--- config.mk ---
export PLATFORM = sky130hd
export DESIGN_NAME = nco_sweep_ctrl
export DESIGN_NICKNAME = d
export VERILOG_FILES = /design/src/rtl/nco_ctrl_pkg.sv /design/src/rtl/nco_sweep_ctrl_timer.sv /design/src/rtl/nco_sweep_ctrl.sv
export SDC_FILE = /design/constraint.sdc
export NUM_CORES = 1
export LEC_CHECK = 0
export CAP_MARGIN = 10
export CORE_AREA = 2 2 128 130
export CTS_CLUSTER_SIZE = 16
export DETAILED_ROUTE_END_ITERATION = 8
export DIE_AREA = 0 0 130 132
export DONT_BUFFER_PORTS = 1
export GPL_ROUTABILITY_DRIVEN = 1
export PLACE_DENSITY = 0.64
export SLEW_MARGIN = 15
export SYNTH_ARGS = -nofsm -noshare
export SYNTH_HDL_FRONTEND = slang
export SYNTH_SLANG_ARGS = --single-unit
export TNS_END_PERCENT = 5
--- constraint.sdc ---
create_clock -name clk -period 3 [get_ports clk]
set_input_delay 0.3 -clock clk [delete_from_list [all_inputs] [get_ports clk]]
set_output_delay 0.3 -clock clk [all_outputs]
set_load 0.005 [all_outputs]
--- src/rtl/nco_ctrl_pkg.sv ---
// Shared types for the NCO sweep sequencer.
// Holds the FSM state encoding, width defaults and the command bundle.
package nco_ctrl_pkg;

    localparam int PHW_DEF  = 32;
    localparam int CNTW_DEF = 16;

    typedef enum logic [1:0] {
        ST_IDLE,
        ST_SETTLE,
        ST_DWELL
    } state_t;

    typedef struct packed {
        logic [PHW_DEF-1:0]  start;
        logic [PHW_DEF-1:0]  step;
        logic [CNTW_DEF-1:0] count;
        logic [CNTW_DEF-1:0] dwell;
    } cmd_t;

endpackage

--- src/rtl/nco_sweep_ctrl_timer.sv ---
// Loadable down-counter shared by the settle and dwell phases.
// Ports: clk, reset_n, load/load_val, en (decrement), term_o (count is 1).
module nco_ctrl_timer #(
    parameter int W = 16
) (
    input  logic         clk,
    input  logic         reset_n,
    input  logic         load,
    input  logic [W-1:0] load_val,
    input  logic         en,
    output logic         term_o
);

    logic [W-1:0] cnt_q;

    // Decrement stops at 1 so a stalled settle keeps its terminal flag.
    always_ff @(posedge clk) begin
        if (!reset_n) begin
            cnt_q <= '0;
        end else if (load) begin
            cnt_q <= load_val;
        end else if (en && (cnt_q > W'(1))) begin
            cnt_q <= cnt_q - W'(1);
        end
    end

    assign term_o = (cnt_q == W'(1));

endmodule

--- src/rtl/nco_sweep_ctrl.sv ---
// Frequency sweep sequencer driving the mnco phase increment and clken.
// Ports: cmd_* handshake, abort, nco_out_valid_i; phi/clken/status outputs.
module nco_sweep_ctrl
    import nco_ctrl_pkg::*;
#(
    parameter int PHW     = PHW_DEF,
    parameter int CNTW    = CNTW_DEF,
    parameter int NCO_LAT = 8
) (
    input  logic            clk,
    input  logic            reset_n,
    input  logic            cmd_valid,
    output logic            cmd_ready,
    input  logic [PHW-1:0]  cmd_start,
    input  logic [PHW-1:0]  cmd_step,
    input  logic [CNTW-1:0] cmd_count,
    input  logic [CNTW-1:0] cmd_dwell,
    input  logic            abort,
    input  logic            nco_out_valid_i,
    output logic [PHW-1:0]  phi_inc_o,
    output logic            nco_clken_o,
    output logic            settled_o,
    output logic [CNTW-1:0] step_idx_o,
    output logic            busy_o,
    output logic            done_o,
    output logic            aborted_o
);

    state_t          state_q, state_d;
    logic [PHW-1:0]  phi_q, phi_d;
    logic [PHW-1:0]  step_q, step_d;
    logic [CNTW-1:0] idx_q, idx_d;
    logic [CNTW-1:0] count_q, count_d;
    logic [CNTW-1:0] dwell_q, dwell_d;
    logic            done_d, aborted_d;
    logic            busy_q, settled_q;
    logic            t_load, t_en, t_term;
    logic [CNTW-1:0] t_val;
    logic            accept;
    logic            last_pt;

    localparam logic [CNTW-1:0] LAT = CNTW'(NCO_LAT);

    assign cmd_ready = reset_n & ~abort & (state_q == ST_IDLE);
    assign accept    = cmd_valid & cmd_ready;
    assign last_pt   = ((idx_q + CNTW'(1)) == count_q);

    nco_ctrl_timer #(
        .W (CNTW)
    ) u_timer (
        .clk      (clk),
        .reset_n  (reset_n),
        .load     (t_load),
        .load_val (t_val),
        .en       (t_en),
        .term_o   (t_term)
    );

    always_comb begin
        state_d   = state_q;
        phi_d     = phi_q;
        step_d    = step_q;
        idx_d     = idx_q;
        count_d   = count_q;
        dwell_d   = dwell_q;
        done_d    = 1'b0;
        aborted_d = 1'b0;
        t_load    = 1'b0;
        t_val     = '0;
        t_en      = 1'b0;
        unique case (state_q)
            ST_IDLE: begin
                if (accept) begin
                    if (cmd_count != '0) begin
                        step_d  = cmd_step;
                        count_d = cmd_count;
                        // A zero dwell still yields one settled cycle.
                        dwell_d = (cmd_dwell == '0) ? CNTW'(1) : cmd_dwell;
                        phi_d   = cmd_start;
                        idx_d   = '0;
                        t_load  = 1'b1;
                        t_val   = LAT;
                        state_d = ST_SETTLE;
                    end else begin
                        done_d = 1'b1;
                    end
                end
            end
            ST_SETTLE: begin
                if (abort) begin
                    aborted_d = 1'b1;
                    state_d   = ST_IDLE;
                end else if (t_term && nco_out_valid_i) begin
                    t_load  = 1'b1;
                    t_val   = dwell_q;
                    state_d = ST_DWELL;
                end else begin
                    t_en = 1'b1;
                end
            end
            ST_DWELL: begin
                if (abort) begin
                    aborted_d = 1'b1;
                    state_d   = ST_IDLE;
                end else if (t_term) begin
                    if (last_pt) begin
                        done_d  = 1'b1;
                        state_d = ST_IDLE;
                    end else begin
                        phi_d   = phi_q + step_q;
                        idx_d   = idx_q + CNTW'(1);
                        t_load  = 1'b1;
                        t_val   = LAT;
                        state_d = ST_SETTLE;
                    end
                end else begin
                    t_en = 1'b1;
                end
            end
            default: begin
                state_d = ST_IDLE;
            end
        endcase
    end

    always_ff @(posedge clk) begin
        if (!reset_n) begin
            state_q   <= ST_IDLE;
            phi_q     <= '0;
            step_q    <= '0;
            idx_q     <= '0;
            count_q   <= '0;
            dwell_q   <= '0;
            busy_q    <= 1'b0;
            settled_q <= 1'b0;
            done_o    <= 1'b0;
            aborted_o <= 1'b0;
        end else begin
            state_q   <= state_d;
            phi_q     <= phi_d;
            step_q    <= step_d;
            idx_q     <= idx_d;
            count_q   <= count_d;
            dwell_q   <= dwell_d;
            busy_q    <= (state_d != ST_IDLE);
            settled_q <= (state_d == ST_DWELL);
            done_o    <= done_d;
            aborted_o <= aborted_d;
        end
    end

    assign phi_inc_o   = phi_q;
    assign step_idx_o  = idx_q;
    assign busy_o      = busy_q;
    assign nco_clken_o = busy_q;
    assign settled_o   = settled_q;

endmodule

==> results of run 1 <==
-- power by group --
part,leakage [µW],total [µW],internal (µW),switching [µW]
clock,0.000302,2200,1400,796
sequential,0.00109,1910,1850,63.8
combinational,0.00206,452,192,261
-- cells in the final DEF (no fill, tap or decap), types with 17 or more instances in the layout --
| cell type | instances |
|---|---|
| sky130_fd_sc_hd__nor3_1 | 31 |
| sky130_fd_sc_hd__a211oi_1 | 21 |
| sky130_fd_sc_hd__nand2_1 | 168 |
| sky130_fd_sc_hd__a21oi_1 | 106 |
| sky130_fd_sc_hd__xnor2_1 | 43 |
| sky130_fd_sc_hd__mux2i_1 | 26 |
| sky130_fd_sc_hd__dfxtp_1 | 133 |
| sky130_fd_sc_hd__xor2_1 | 20 |
| sky130_fd_sc_hd__buf_4 | 35 |
| sky130_fd_sc_hd__nor2_1 | 72 |
| sky130_fd_sc_hd__dlygate4sd3_1 | 17 |
| sky130_fd_sc_hd__nand3_1 | 19 |
| sky130_fd_sc_hd__clkbuf_16 | 17 |
| sky130_fd_sc_hd__o21ai_0 | 27 |
| sky130_fd_sc_hd__inv_1 | 17 |
| sky130_fd_sc_hd__ha_1 | 35 |
| sky130_fd_sc_hd__o21a_1 | 20 |
-- per-stage QoR --
stage,util [%],hold WS [ns]
3_3_place_gp,51.4,0.428
3_5_place_dp,51.4,0.430
2_1_floorplan,-,0.436
5_1_grt,56.9,0.00912
6_report,56.9,0.0199
4_1_cts,56.5,0.000121
-- kinds of logic after synthesis --
family	after synthesis	share of synthesized area (%)
buf+inv	69	3.71
flops	134	34.7
mux	27	3.51
fa+ha+maj	39	6.41
compound gates	264	22.3
xor+xnor	63	7.14
simple gates	373	22.2
-- critical path, delay by kind of cell, from the launching register on --
kind	cells	cell delay, ns
AND/OR/NAND/NOR	5	1.45
flip-flops	1	0.35
buffers and inverters	1	0.24
AO/OA/AOI/OAI	3	0.69
-- area by class of cell --
class,instances,area [µm²]
flip-flops and latches,134,2680
inverters,18,68.8
fillers,1489,6770
multi-input cells,766,4820
clock buffers,18,439
clock inverters,13,181
diodes,1,2.50
well taps,216,270
repair buffers,54,473
-- registers in the layout (all words and copies together) (netlist names), 2 cells and up --
register / flops
step_idx_o: 16
state_q: 2
dwell_q: 16
phi_inc_o: 32
step_q: 32
u_timer.cnt_q: 16
count_q: 16
-- worst min-delay path by stage --
stage | endpoint | slack [ns] | cells after the start
2_1_floorplan | dwell_q[10] | 0.44 | 2
3_3_place_gp | step_idx_o[2] | 0.43 | 1
3_5_place_dp | step_idx_o[2] | 0.43 | 1
4_1_cts | step_q[12] | 0.0001 | 2
5_1_grt | dwell_q[5] | 0.009 | 2
6_report | dwell_q[7] | 0.02 | 2
-- what timing repair did --
action / in CTS / in global routing
hold buffers: 17 / 0
endpoints found under the hold margin: 29 / 0
endpoints found under the setup margin: 0 / 58
resized for setup: 0 / 15
buffers inserted: 0 / 1
-- metal layers --
metal  global-route usage (%)  vias to the layer above  wire length [µm]
met4                     8.54                        2               376
met1                     32.4                     3177              9710
li1                         -                     3498                 -
met2                     40.0                      162              9600
met5                        0                        -                11
met3                     5.52                       35              1010
==> reports/qor.json, run 1 <==
{
  "irDropWorstVdd_v": 0.000402,
  "floorplan.initialDensity_pct": 49.2,
  "grt_use_total_pct": 24.7,
  "place_inst": 1170,
  "final_design_area_no_fill_mm2": 0.00894,
  "detailed_placement_hpwl_um": 14800,
  "syn-mean-instance-area_um2": 7.97,
  "worst-setup-path-type": "reg2reg",
  "ys_top_cells_by_area": "sky130_fd_sc_hd__dfxtp_1 35%, sky130_fd_sc_hd__nand2_1 8.2%, sky130_fd_sc_hd__a21oi_1 6.9%",
  "detail_route.wl_per_cell_um": 17.0,
  "syn-cell-area_mm2": 0.00773,
  "clk_latency_ns": 0.42,
  "power.leakage_uw": 0.00345,
  "die_w_um": 130,
  "period_minus_slack_ns": 2.86,
  "yosys-top-cells-count": "168 x sky130_fd_sc_hd__nand2_1, 134 x sky130_fd_sc_hd__dfxtp_1, 107 x sky130_fd_sc_hd__a21oi_1, 72 x sky130_fd_sc_hd__nor2_1, 43 x sky130_fd_sc_hd__xnor2_1",
  "setup.worst_path.end": "phi_inc_o[30]",
  "post-synth-top-area-cell": "sky130_fd_sc_hd__dfxtp_1",
  "min_period_over_period_pct": 95.3,
  "worstSetupStartpointType": "register",
  "crit_path_start": "u_timer.cnt_q[4]",
  "drt_wl_total_um": 20700,
  "drc": 0,
  "timing.critical_path.fanout_max": 35,
  "finClkSkew_ns": 0.00876,
  "floorplan.rows": 46,
  "worstSetupEndpointType": "register",
  "ioPinCount": 155,
  "outcome": "finished clean",
  "firstDrtPassIters": 5,
  "critical_path_required_ns": 3.31,
  "number_of_nets_in_the_layout": 1131,
  "grt_pass1_wl_um": 33900,
  "final-instance-count-excl-fill": 1220,
  "core_area_mm2": 0.0157,
  "dieHeight_um": 132,
  "cts_htree_levels": 4,
  "yosysUniqueCellTypes": 66,
  "dr_vias": 6874,
  "hold_path_startpoint": "cmd_dwell[7]",
  "overall_overflow_remaining_after_global_route": 0,
  "count_of_flip_flops_with_a_built_in_enable_after_synthesis": 0,
  "sequential_fraction_of_the_synthesis_area_pct": 34.7,
  "drt-vias-per-instance": 5.63,
  "cpMaxStageDelayCell": "sky130_fd_sc_hd__or4_1",
  "worst-endpoint-arrival_ns": 3.16,
  "setup_viol": 0,
  "post_synth_inst_count": 969,
  "finalWorstSetupSlack_ns": 0.142,
  "floorplan.die_area_mm2": 0.0172,
  "rsz0062_at_grt": "true",
  "root_cell_of_the_clock_tree": "sky130_fd_sc_hd__clkbuf_16",
  "drt_first_iter_violations": 399,
  "first_global_vias": 6778,
  "tightest_slew_ns": 0.637,
  "final_max_slew_viol_count": 0,
  "routability_congestion": 0.868,
  "power_per_cell_area_mw_per_mm2": 511,
  "clk_pin_slew_worst_paths_ns": 0.06,
  "synthesis.yosys.warnings": 0,
  "ant_nets": 0,
  "hold_viol": 0,
  "dp_worst_setup_slack_ns": 0.0953,
  "critical_path.max_stage_delay_ns": 0.62,
  "setup_total_negative_slack_ns": 0,
  "slew_headroom_pct": 57.4,
  "ys_dominant_reg_cell": "sky130_fd_sc_hd__dfxtp_1",
  "clock_tree.buffer_depth": 2,
  "critical_path.cell_chain": "or4_1 -> nor4b_2 -> nand3_1 -> nor3_4 -> o31ai_4 -> a21oi_4 -> buf_12 -> nand3_1 -> o221a_2",
  "tritoncts.num_buffers": 17,
  "area_growth_syn_to_layout_pct": 15.7,
  "flop_and_latch_count_out_of_synthesis": 134,
  "drive_above_1_share_pct": 10.2,
  "tritoncts_num_sinks": 134,
  "total_placed_instance_area_mm2": 0.00808,
  "port_buffers": 0,
  "yosysMostFrequentCell": "sky130_fd_sc_hd__nand2_1",
  "syn-num-nets": 1109,
  "crit-reg2reg-launch": "u_timer.cnt_q[4]",
  "fin_total_pwr_uw": 4570,
  "crit_top_cell": "sky130_fd_sc_hd__nand3_1",
  "antenna_found_initial": 2,
  "rr_endpoint": "phi_inc_o[30]",
  "synthDominantCellAreaShare_pct": 34.7,
  "synthArstFlopShare_pct": 0,
  "ff2ff_setup_slack_ns": 0.14,
  "reg2regPathDepth": 9,
  "max_cap_violation_count": 0,
  "tritoncts": "built",
  "maximum_number_of_pins_on_one_net_before_global_route_repair": 43,
  "fmax_ghz": 0.350,
  "hold_class": "in2reg"
}
Power figures use the tool's default switching activity.
==> run 2, diff against run 1 <==
CORE_AREA = 2 2 133 135   (was 2 2 128 130)
DIE_AREA = 0 0 135 137   (was 0 0 130 132)
SYNTH_HIERARCHICAL = 1   (was not set)
==> run 2 against run 1 <==
  * Critical path type unchanged
  * Sequential cell count stayed put
  * Core utilization is 5.2 points higher
  * Non-clock buffer count is 95 higher
  * Highest routed layer unchanged
  * Sequential power hardly changed
==> reports/qor.json, run 2 <==
{
  "outcome": "finished clean",
  "antenna_found_initial": {"value": 4, "change": "+2"},
  "final_cell_mix": "194 x sky130_fd_sc_hd__nand2_1, 135 x sky130_fd_sc_hd__a21oi_1, 122 x sky130_fd_sc_hd__dfxtp_1, 90 x sky130_fd_sc_hd__buf_4, 56 x sky130_fd_sc_hd__o21ai_0",
  "crit-reg2reg-launch": "step_idx_o[8]",
  "max_cap_violation_count": {"value": 0, "change": "unchanged"},
  "ff2ff_setup_slack": {"value": 0.03, "unit": "ns", "change": "-0.11 ns"},
  "core_area": {"value": 0.0171, "unit": "mm²", "change": "+8.6%"},
  "count_of_flip_flops_with_a_built_in_enable_after_synthesis": {"value": 0, "change": "unchanged"},
  "setup_viol": {"value": 0, "change": "unchanged"},
  "dieHeight": {"value": 137, "unit": "µm", "change": "+3.8%"},
  "clk_pin_slew_worst_paths": {"value": 0.06, "unit": "ns", "change": "about the same"},
  "drt_wl_total": {"value": 26200, "unit": "µm", "change": "+26%"},
  "worst-endpoint-arrival": {"value": 3.32, "unit": "ns", "change": "+0.16 ns"},
  "power_per_cell_area": {"value": 452, "unit": "mW/mm²", "change": "-12%"},
  "fmax": {"value": 0.337, "unit": "GHz", "change": "-3.8%"},
  "drt_first_iter_violations": {"value": 570, "change": "+43%"},
  "syn-num-nets": {"value": 1244, "change": "+12%"},
  "setup_total_negative_slack": {"value": 0, "unit": "ns", "change": "unchanged"},
  "syn-cell-area": {"value": 0.00837, "unit": "mm²", "change": "+8.3%"},
  "detail_route.wl_per_cell": {"value": 18.2, "unit": "µm", "change": "+7.0%"},
  "min_period_over_period": {"value": 99.0, "unit": "%", "change": "+3.7 points"},
  "grt_pass1_wl": {"value": 40900, "unit": "µm", "change": "+21%"},
  "port_buffers": {"value": 0, "change": "unchanged"},
  "tritoncts_num_sinks": {"value": 134, "change": "unchanged"},
  "hold_viol": {"value": 0, "change": "unchanged"},
  "worstSetupEndpointType": "register",
  "flop_and_latch_count_out_of_synthesis": {"value": 134, "change": "unchanged"},
  "setup.worst_path.end": "u_timer/cnt_q[5]",
  "clock_tree.buffer_depth": {"value": 2, "change": "unchanged"},
  "ioPinCount": {"value": 155, "change": "unchanged"},
  "number_of_nets_in_the_layout": {"value": 1341, "change": "+19%"},
  "period_minus_slack": {"value": 2.97, "unit": "ns", "change": "+0.112 ns"},
  "area_growth_syn_to_layout_pct": 26.5,
  "tritoncts.num_buffers": {"value": 17, "change": "unchanged"},
  "post-synth-top-area-cell": "sky130_fd_sc_hd__dfxtp_1",
  "sequential_fraction_of_the_synthesis_area": {"value": 32.1, "unit": "%", "change": "-2.7 points"},
  "drt-vias-per-instance": {"value": 5.92, "change": "+5.1%"},
  "rsz0062_at_grt": "true",
  "synthesis.yosys.warnings": {"value": 6, "change": "+6"},
  "floorplan.die_area": {"value": 0.0185, "unit": "mm²", "change": "+7.8%"},
  "synthArstFlopShare": {"value": 0, "unit": "%", "change": "unchanged"},
  "overall_overflow_remaining_after_global_route": {"value": 0, "change": "unchanged"},
  "irDropWorstVdd": {"value": 0.000420, "unit": "V", "change": "+4.4%"},
  "layout.cells.most_common": "sky130_fd_sc_hd__nand2_1",
  "hold_class": "in2reg",
  "total_placed_instance_area": {"value": 0.00916, "unit": "mm²", "change": "+13%"},
  "grt_use_total": {"value": 27.9, "unit": "%", "change": "+3.2 points"},
  "clk_latency": {"value": 0.43, "unit": "ns", "change": "about the same"},
  "first_global_vias": {"value": 8021, "change": "+18%"},
  "ys_dominant_reg_cell": "sky130_fd_sc_hd__dfxtp_1",
  "power.leakage": {"value": 0.00399, "unit": "µW", "change": "+16%"},
  "routability_congestion": {"value": 0.896, "change": "+3.2%"},
  "maximum_number_of_pins_on_one_net_before_global_route_repair": {"value": 65, "change": "+51%"},
  "slew_headroom": {"value": 51.8, "unit": "%", "change": "-5.7 points"},
  "ys_top_cells_by_area": "sky130_fd_sc_hd__dfxtp_1 32%, sky130_fd_sc_hd__nand2_1 8.7%, sky130_fd_sc_hd__a21oi_1 8.1%",
  "tritoncts": "built",
  "final_design_area_no_fill": {"value": 0.0106, "unit": "mm²", "change": "+18%"},
  "final_max_slew_viol_count": {"value": 0, "change": "unchanged"},
  "reg2regPathDepth": {"value": 11, "change": "+2"},
  "worst-setup-path-type": "reg2reg",
  "detailed_placement_hpwl": {"value": 18000, "unit": "µm", "change": "+22%"},
  "synthDominantCellAreaShare": {"value": 32.1, "unit": "%", "change": "-2.7 points"},
  "rr_endpoint": "u_timer/cnt_q[5]",
  "finClkSkew": {"value": 0.0101, "unit": "ns", "change": "+0.00131 ns"},
  "worstSetupStartpointType": "register",
  "yosysMostFrequentCell": "sky130_fd_sc_hd__nand2_1",
  "root_cell_of_the_clock_tree": "sky130_fd_sc_hd__clkbuf_16",
  "crit_path_start": "step_idx_o[8]",
  "floorplan.rows": {"value": 48, "change": "+4.3%"},
  "timing.critical_path.fanout_max": {"value": 7, "change": "-80%"},
  "dr_vias": {"value": 8531, "change": "+24%"},
  "die_w": {"value": 135, "unit": "µm", "change": "+3.8%"},
  "yosysUniqueCellTypes": {"value": 79, "change": "+20%"},
  "cts_htree_levels": {"value": 4, "change": "unchanged"},
  "layout.core_utilization": {"value": 62.1, "unit": "%", "change": "+5.2 points"},
  "drc": {"value": 0, "change": "unchanged"},
  "post_synth_inst_count": {"value": 1104, "change": "+14%"},
  "firstDrtPassIters": {"value": 5, "change": "unchanged"},
  "tightest_slew": {"value": 0.723, "unit": "ns", "change": "+0.0859 ns"},
  "critical_path_required": {"value": 3.35, "unit": "ns", "change": "+0.04 ns"},
  "yosys-top-cells-count": "195 x sky130_fd_sc_hd__nand2_1, 136 x sky130_fd_sc_hd__a21oi_1, 134 x sky130_fd_sc_hd__dfxtp_1, 66 x sky130_fd_sc_hd__o21ai_0, 57 x sky130_fd_sc_hd__nor2_1",
  "syn-mean-instance-area": {"value": 7.58, "unit": "µm²", "change": "-4.9%"},
  "drive_above_1_share": {"value": 17.1, "unit": "%", "change": "+7.0 points"},
  "floorplan.initialDensity": {"value": 49.1, "unit": "%", "change": "-0.11 points"},
  "ant_nets": {"value": 0, "change": "unchanged"}
}
[run 2: cell count changes after synthesis, sizes merged, moves of 12 or more]
cell     before  now
a21oi       108  136
a2bb2oi      15    0
a31oi        11   25
and2          4   24
clkbuf       37   50
nand2       168  195
nand3        22   36
nor2         72   57
nor3         32   12
o21a         20    6
o21ai        29   69
or4           3   15
xnor2        43   29
[run 2: stage by stage]
stage               power (µW)  hold slack, ns  worst slack (ns)  instances
floorplan                 2370           0.432           -0.0557       1104
finish                    4780         0.00823            0.0299       1441
detailed placement        2530           0.439           -0.0776       1352
CTS                       4780        0.000399           0.00398       1431
global route              4970       -0.000558           -0.0756       1439
global placement          2530           0.434           -0.0315       1352
[run 2: critical path, stage by stage, from the launching register on]
cell and delay (ns):
sky130_fd_sc_hd__dfxtp_2 0.36, sky130_fd_sc_hd__buf_4 0.18, sky130_fd_sc_hd__or4b_2 0.65, sky130_fd_sc_hd__o2111ai_2 0.23
sky130_fd_sc_hd__nor2_1 0.08, sky130_fd_sc_hd__or4_4 0.52, sky130_fd_sc_hd__a31oi_4 0.24, sky130_fd_sc_hd__a21oi_4 0.11
sky130_fd_sc_hd__clkinv_4 0.10, sky130_fd_sc_hd__buf_8 0.12, sky130_fd_sc_hd__o21ai_2 0.06, sky130_fd_sc_hd__a211oi_1 0.21
[run 2: layout make-up]
cell class                 count  area [µm²]
tap                          225         282
antenna                        2        5.00
sequential                   134        2710
clock buffer                  20         457
timing repair buffer         149        1320
inverter                      26         103
multi-input combinational    873        5570
fill                        1563        6470
clock inverter                12         151
[run 2: worst min-delay path by stage]
| stage | start | endpoint | slack (ns) | depth (start not counted) |
|---|---|---|---|---|
| 2_1_floorplan | dwell_q[10] | dwell_q[10] | 0.43 | 2 |
| 5_1_grt | reset_n | u_timer/cnt_q[5] | -0.0006 | 2 |
| 3_3_place_gp | reset_n | step_idx_o[12] | 0.43 | 1 |
| 4_1_cts | reset_n | u_timer/cnt_q[11] | 0.0004 | 2 |
| 6_report | reset_n | u_timer/cnt_q[11] | 0.008 | 2 |
| 3_5_place_dp | reset_n | step_idx_o[11] | 0.44 | 1 |
[run 2: kinds of logic after synthesis]
group | count (synthesis) | share of synthesized area [%]
AND/OR/NAND/NOR | 438 | 26.3
XOR/XNOR | 41 | 4.29
AO/OA/AOI/OAI | 335 | 24.3
multiplexers | 20 | 2.45
buffers and inverters | 97 | 4.68
flip-flops | 134 | 32.1
adder cells (fa/ha/maj) | 39 | 5.92
[run 2: routing by layer]
| metal | track usage, % | part of all wire [%] |
|---|---|---|
| met1 | 36.2 | 45 |
| met2 | 44.4 | 46 |
| met3 | 7.44 | 7.1 |
| met4 | 10.8 | 2.3 |
| met5 | 0 | 0.054 |
[run 2: power by group]
group | total (µW) | switching [µW] | internal [µW]
sequential | 1930 | 74.5 | 1860
combinational | 655 | 375 | 281
clock | 2200 | 848 | 1350
total | 4780 | 1300 | 3490
[run 2: timing repair]
action,CTS,global route
hold endpoints to repair,51,1
setup endpoints to repair,16,47
gates cloned,0,2
setup buffers,0,5
hold buffers,47,1
pin swaps,0,24
resized for setup,8,61
==> run 3, diff against run 2 <==
PLACE_DENSITY = not set   (was 0.64)
PLACE_DENSITY_LB_ADDON = 0.15   (was not set)
clock period = 3.85 ns   (was 3 ns; I/O delays follow)
==> run 3 against run 2 <==
  * Critical path depth unchanged
  * Core utilization is 8.1 points lower
  * Total power fell by 23%
  * Count of clock-buffer cells in the layout stayed put
  * Sequential share of layout area increased by 3.6 points
  * Clock power fell by 20%
  * Hold slack improved by 0.079 ns
  * Routed wire length is 7.8% lower
  * Global-route usage shrank 1.7 points
  * Die area unchanged
  * Register-to-register slack gained 0.25 ns
  * Critical path type unchanged
  * Largest power group unchanged
==> reports/qor.json, run 3 (synthesis results as in run 2) <==
{
  "drc": {"value": 0, "change": "unchanged"},
  "drive_above_1_share": {"value": 7.44, "unit": "%", "change": "-9.7 points"},
  "first_global_vias": {"value": 7288, "change": "-9.1%"},
  "overall_overflow_remaining_after_global_route": {"value": 0, "change": "unchanged"},
  "max_cap_violation_count": {"value": 0, "change": "unchanged"},
  "hold_path_depth": {"value": 2, "change": "unchanged"},
  "clk_pin_slew_worst_paths": {"value": 0.06, "unit": "ns", "change": "about the same"},
  "worst-endpoint-arrival": {"value": 3.86, "unit": "ns", "change": "+0.54 ns"},
  "global_route.peak_usage_layer": "met2",
  "maximum_number_of_pins_on_one_net_before_global_route_repair": {"value": 67, "change": "+3.1%"},
  "number_of_nets_in_the_layout": {"value": 1216, "change": "-9.3%"},
  "total_of_fill_cells_in_the_finished_design": {"value": 1651, "change": "+5.6%"},
  "tritoncts": "built",
  "power.leakage": {"value": 0.00333, "unit": "µW", "change": "-17%"},
  "port_buffers": {"value": 0, "change": "unchanged"},
  "detail_route.wl_per_cell": {"value": 18.4, "unit": "µm", "change": "+1.1%"},
  "cts.hold.buffers_added": {"value": 0, "change": "-100%"},
  "critical_path_required": {"value": 4.14, "unit": "ns", "change": "+0.79 ns"},
  "reg2regPathDepth": {"value": 11, "change": "unchanged"},
  "floorplan.initialDensity": {"value": 49.1, "unit": "%", "change": "unchanged"},
  "rr_endpoint": "u_timer/cnt_q[5]",
  "drt-vias-per-instance": {"value": 6.04, "change": "+2.0%"},
  "grt_pass1_wl": {"value": 38500, "unit": "µm", "change": "-6.0%"},
  "detailed_placement_hpwl": {"value": 16900, "unit": "µm", "change": "-5.9%"},
  "floorplan.rows": {"value": 48, "change": "unchanged"},
  "ff2ff_setup_slack": {"value": 0.28, "unit": "ns", "change": "+0.25 ns"},
  "ioPinCount": {"value": 155, "change": "unchanged"},
  "ant_nets": {"value": 0, "change": "unchanged"},
  "fin_total_pwr": {"value": 3680, "unit": "µW", "change": "-23%"},
  "outcome": "finished clean",
  "post_cts_resized": {"value": 0, "change": "-8"},
  "worstSetupEndpointType": "register",
  "tightest_slew": {"value": 0.817, "unit": "ns", "change": "+0.0942 ns"},
  "root_cell_of_the_clock_tree": "sky130_fd_sc_hd__clkbuf_16",
  "worstSetupStartpointType": "register",
  "die_w": {"value": 135, "unit": "µm", "change": "unchanged"},
  "min_delay_worst_endpoint": "step_q[25]",
  "power_per_cell_area": {"value": 399, "unit": "mW/mm²", "change": "-12%"},
  "fraction_of_met1_tracks_used_by_global_routing": {"value": 34.9, "unit": "%", "change": "-1.3 points"},
  "fmax": {"value": 0.280, "unit": "GHz", "change": "-17%"},
  "floorplan.die_area": {"value": 0.0185, "unit": "mm²", "change": "unchanged"},
  "grt_use_total": {"value": 26.2, "unit": "%", "change": "-1.7 points"},
  "hold_class": "in2reg",
  "core_area": {"value": 0.0171, "unit": "mm²", "change": "unchanged"},
  "tritoncts.num_buffers": {"value": 17, "change": "unchanged"},
  "hold_path_startpoint": "cmd_step[25]",
  "dr_vias": {"value": 7938, "change": "-7.0%"},
  "setup_viol": {"value": 0, "change": "unchanged"},
  "clock_tree.buffer_depth": {"value": 2, "change": "unchanged"},
  "area_growth_syn_to_layout_pct": 10.1,
  "cts_htree_levels": {"value": 4, "change": "unchanged"},
  "antenna_found_initial": {"value": 2, "change": "-2"},
  "dieHeight": {"value": 137, "unit": "µm", "change": "unchanged"},
  "final_max_slew_viol_count": {"value": 0, "change": "unchanged"},
  "layout.cells.most_common": "sky130_fd_sc_hd__nand2_1",
  "rsz0062_at_grt": "false",
  "drt_first_iter_violations": {"value": 549, "change": "-3.7%"},
  "final_cell_mix": "195 x sky130_fd_sc_hd__nand2_1, 136 x sky130_fd_sc_hd__a21oi_1, 134 x sky130_fd_sc_hd__dfxtp_1, 65 x sky130_fd_sc_hd__o21ai_0, 57 x sky130_fd_sc_hd__nor2_1",
  "gr_layer_usage_met2": {"value": 42.0, "unit": "%", "change": "-2.4 points"},
  "period_minus_slack": {"value": 3.57, "unit": "ns", "change": "+0.596 ns"},
  "tritoncts_num_sinks": {"value": 134, "change": "unchanged"},
  "grt_use_met3": {"value": 6.89, "unit": "%", "change": "-0.56 points"},
  "firstDrtPassIters": {"value": 6, "change": "+1"},
  "drt_wl_total": {"value": 24100, "unit": "µm", "change": "-7.8%"},
  "min_period_over_period": {"value": 92.6, "unit": "%", "change": "-6.4 points"},
  "buffers_inserted_by_post_cts_timing_repair": {"value": 0, "change": "unchanged"},
  "clk_latency": {"value": 0.43, "unit": "ns", "change": "about the same"},
  "hold_viol": {"value": 0, "change": "unchanged"},
  "slew_headroom": {"value": 45.5, "unit": "%", "change": "-6.3 points"},
  "crit-reg2reg-launch": "step_idx_o[11]",
  "finClkSkew": {"value": 0.0102, "unit": "ns", "change": "+0.000115 ns"},
  "routability_congestion": {"value": 0.877, "change": "-2.1%"},
  "worst-setup-path-type": "reg2reg",
  "irDropWorstVdd": {"value": 0.000344, "unit": "V", "change": "-18%"},
  "setup_total_negative_slack": {"value": 0, "unit": "ns", "change": "unchanged"},
  "timing.critical_path.fanout_max": {"value": 9, "change": "+2"}
}
run 3: worst max-delay path, stage by stage (launching register included):
cell and delay [ns]:
sky130_fd_sc_hd__dfxtp_1 0.52, sky130_fd_sc_hd__nand3_2 0.22, sky130_fd_sc_hd__nor4_4 0.37, sky130_fd_sc_hd__xnor2_1 0.14
sky130_fd_sc_hd__or4_1 0.51, sky130_fd_sc_hd__or4_1 0.58, sky130_fd_sc_hd__a31oi_1 0.24, sky130_fd_sc_hd__a21oi_1 0.21
sky130_fd_sc_hd__clkinv_1 0.12, sky130_fd_sc_hd__nand2_1 0.05, sky130_fd_sc_hd__a2111oi_0 0.37, sky130_fd_sc_hd__a211oi_1 0.09
run 3: power breakdown:
group / internal, µW / total [µW] / switching [µW] / leakage, µW
Combinational: 150 / 405 / 255 / 0.00194
Sequential: 1450 / 1520 / 66.4 / 0.00109
Clock: 1120 / 1760 / 639 / 0.000299
Total: 2720 / 3680 / 960 / 0.00333
run 3: layer usage:
metal  wire length, µm  share of wire (%)
met4               437                1.8
met5                14              0.058
met3              1690                7.0
met1             11200                 46
met2             10800                 45
run 3: worst max path at each step:
stage,start,end,slack (ns),cells past startpoint
after floorplan,step_idx_o[0],u_timer/cnt_q[9],0.47,12
after global placement,step_idx_o[1],u_timer/cnt_q[5],0.29,12
after detailed placement,step_idx_o[1],u_timer/cnt_q[5],0.17,12
after CTS,step_idx_o[1],u_timer/cnt_q[5],0.17,12
after global routing,step_idx_o[1],u_timer/cnt_q[5],0.04,12
final,step_idx_o[11],u_timer/cnt_q[5],0.28,11
run 3: final cells by class:
cell class	instances	area, µm²	area share [%]
flip-flops and latches	134	2680	29.1
repair buffers	24	184	2.00
clock inverters	11	174	1.89
well taps	225	282	3.05
diodes	1	2.50	0.0272
clock buffers	20	457	4.96
inverters	26	97.6	1.06
multi-input cells	873	5340	57.9
run 3: stage by stage:
stage / hold slack (ns) / cells / setup slack (ns) / cell area [µm²] / util, %
floorplan: 0.432 / 1104 / 0.468 / 8370 / -
global placement: 0.442 / 1282 / 0.290 / 8550 / 50.1
detailed placement: 0.448 / 1282 / 0.170 / 8550 / 50.1
CTS: 0.0747 / 1313 / 0.169 / 9180 / 53.8
global route: 0.0788 / 1313 / 0.0385 / 9210 / 54.0
finish: 0.0873 / 1314 / 0.283 / 9220 / 54.0
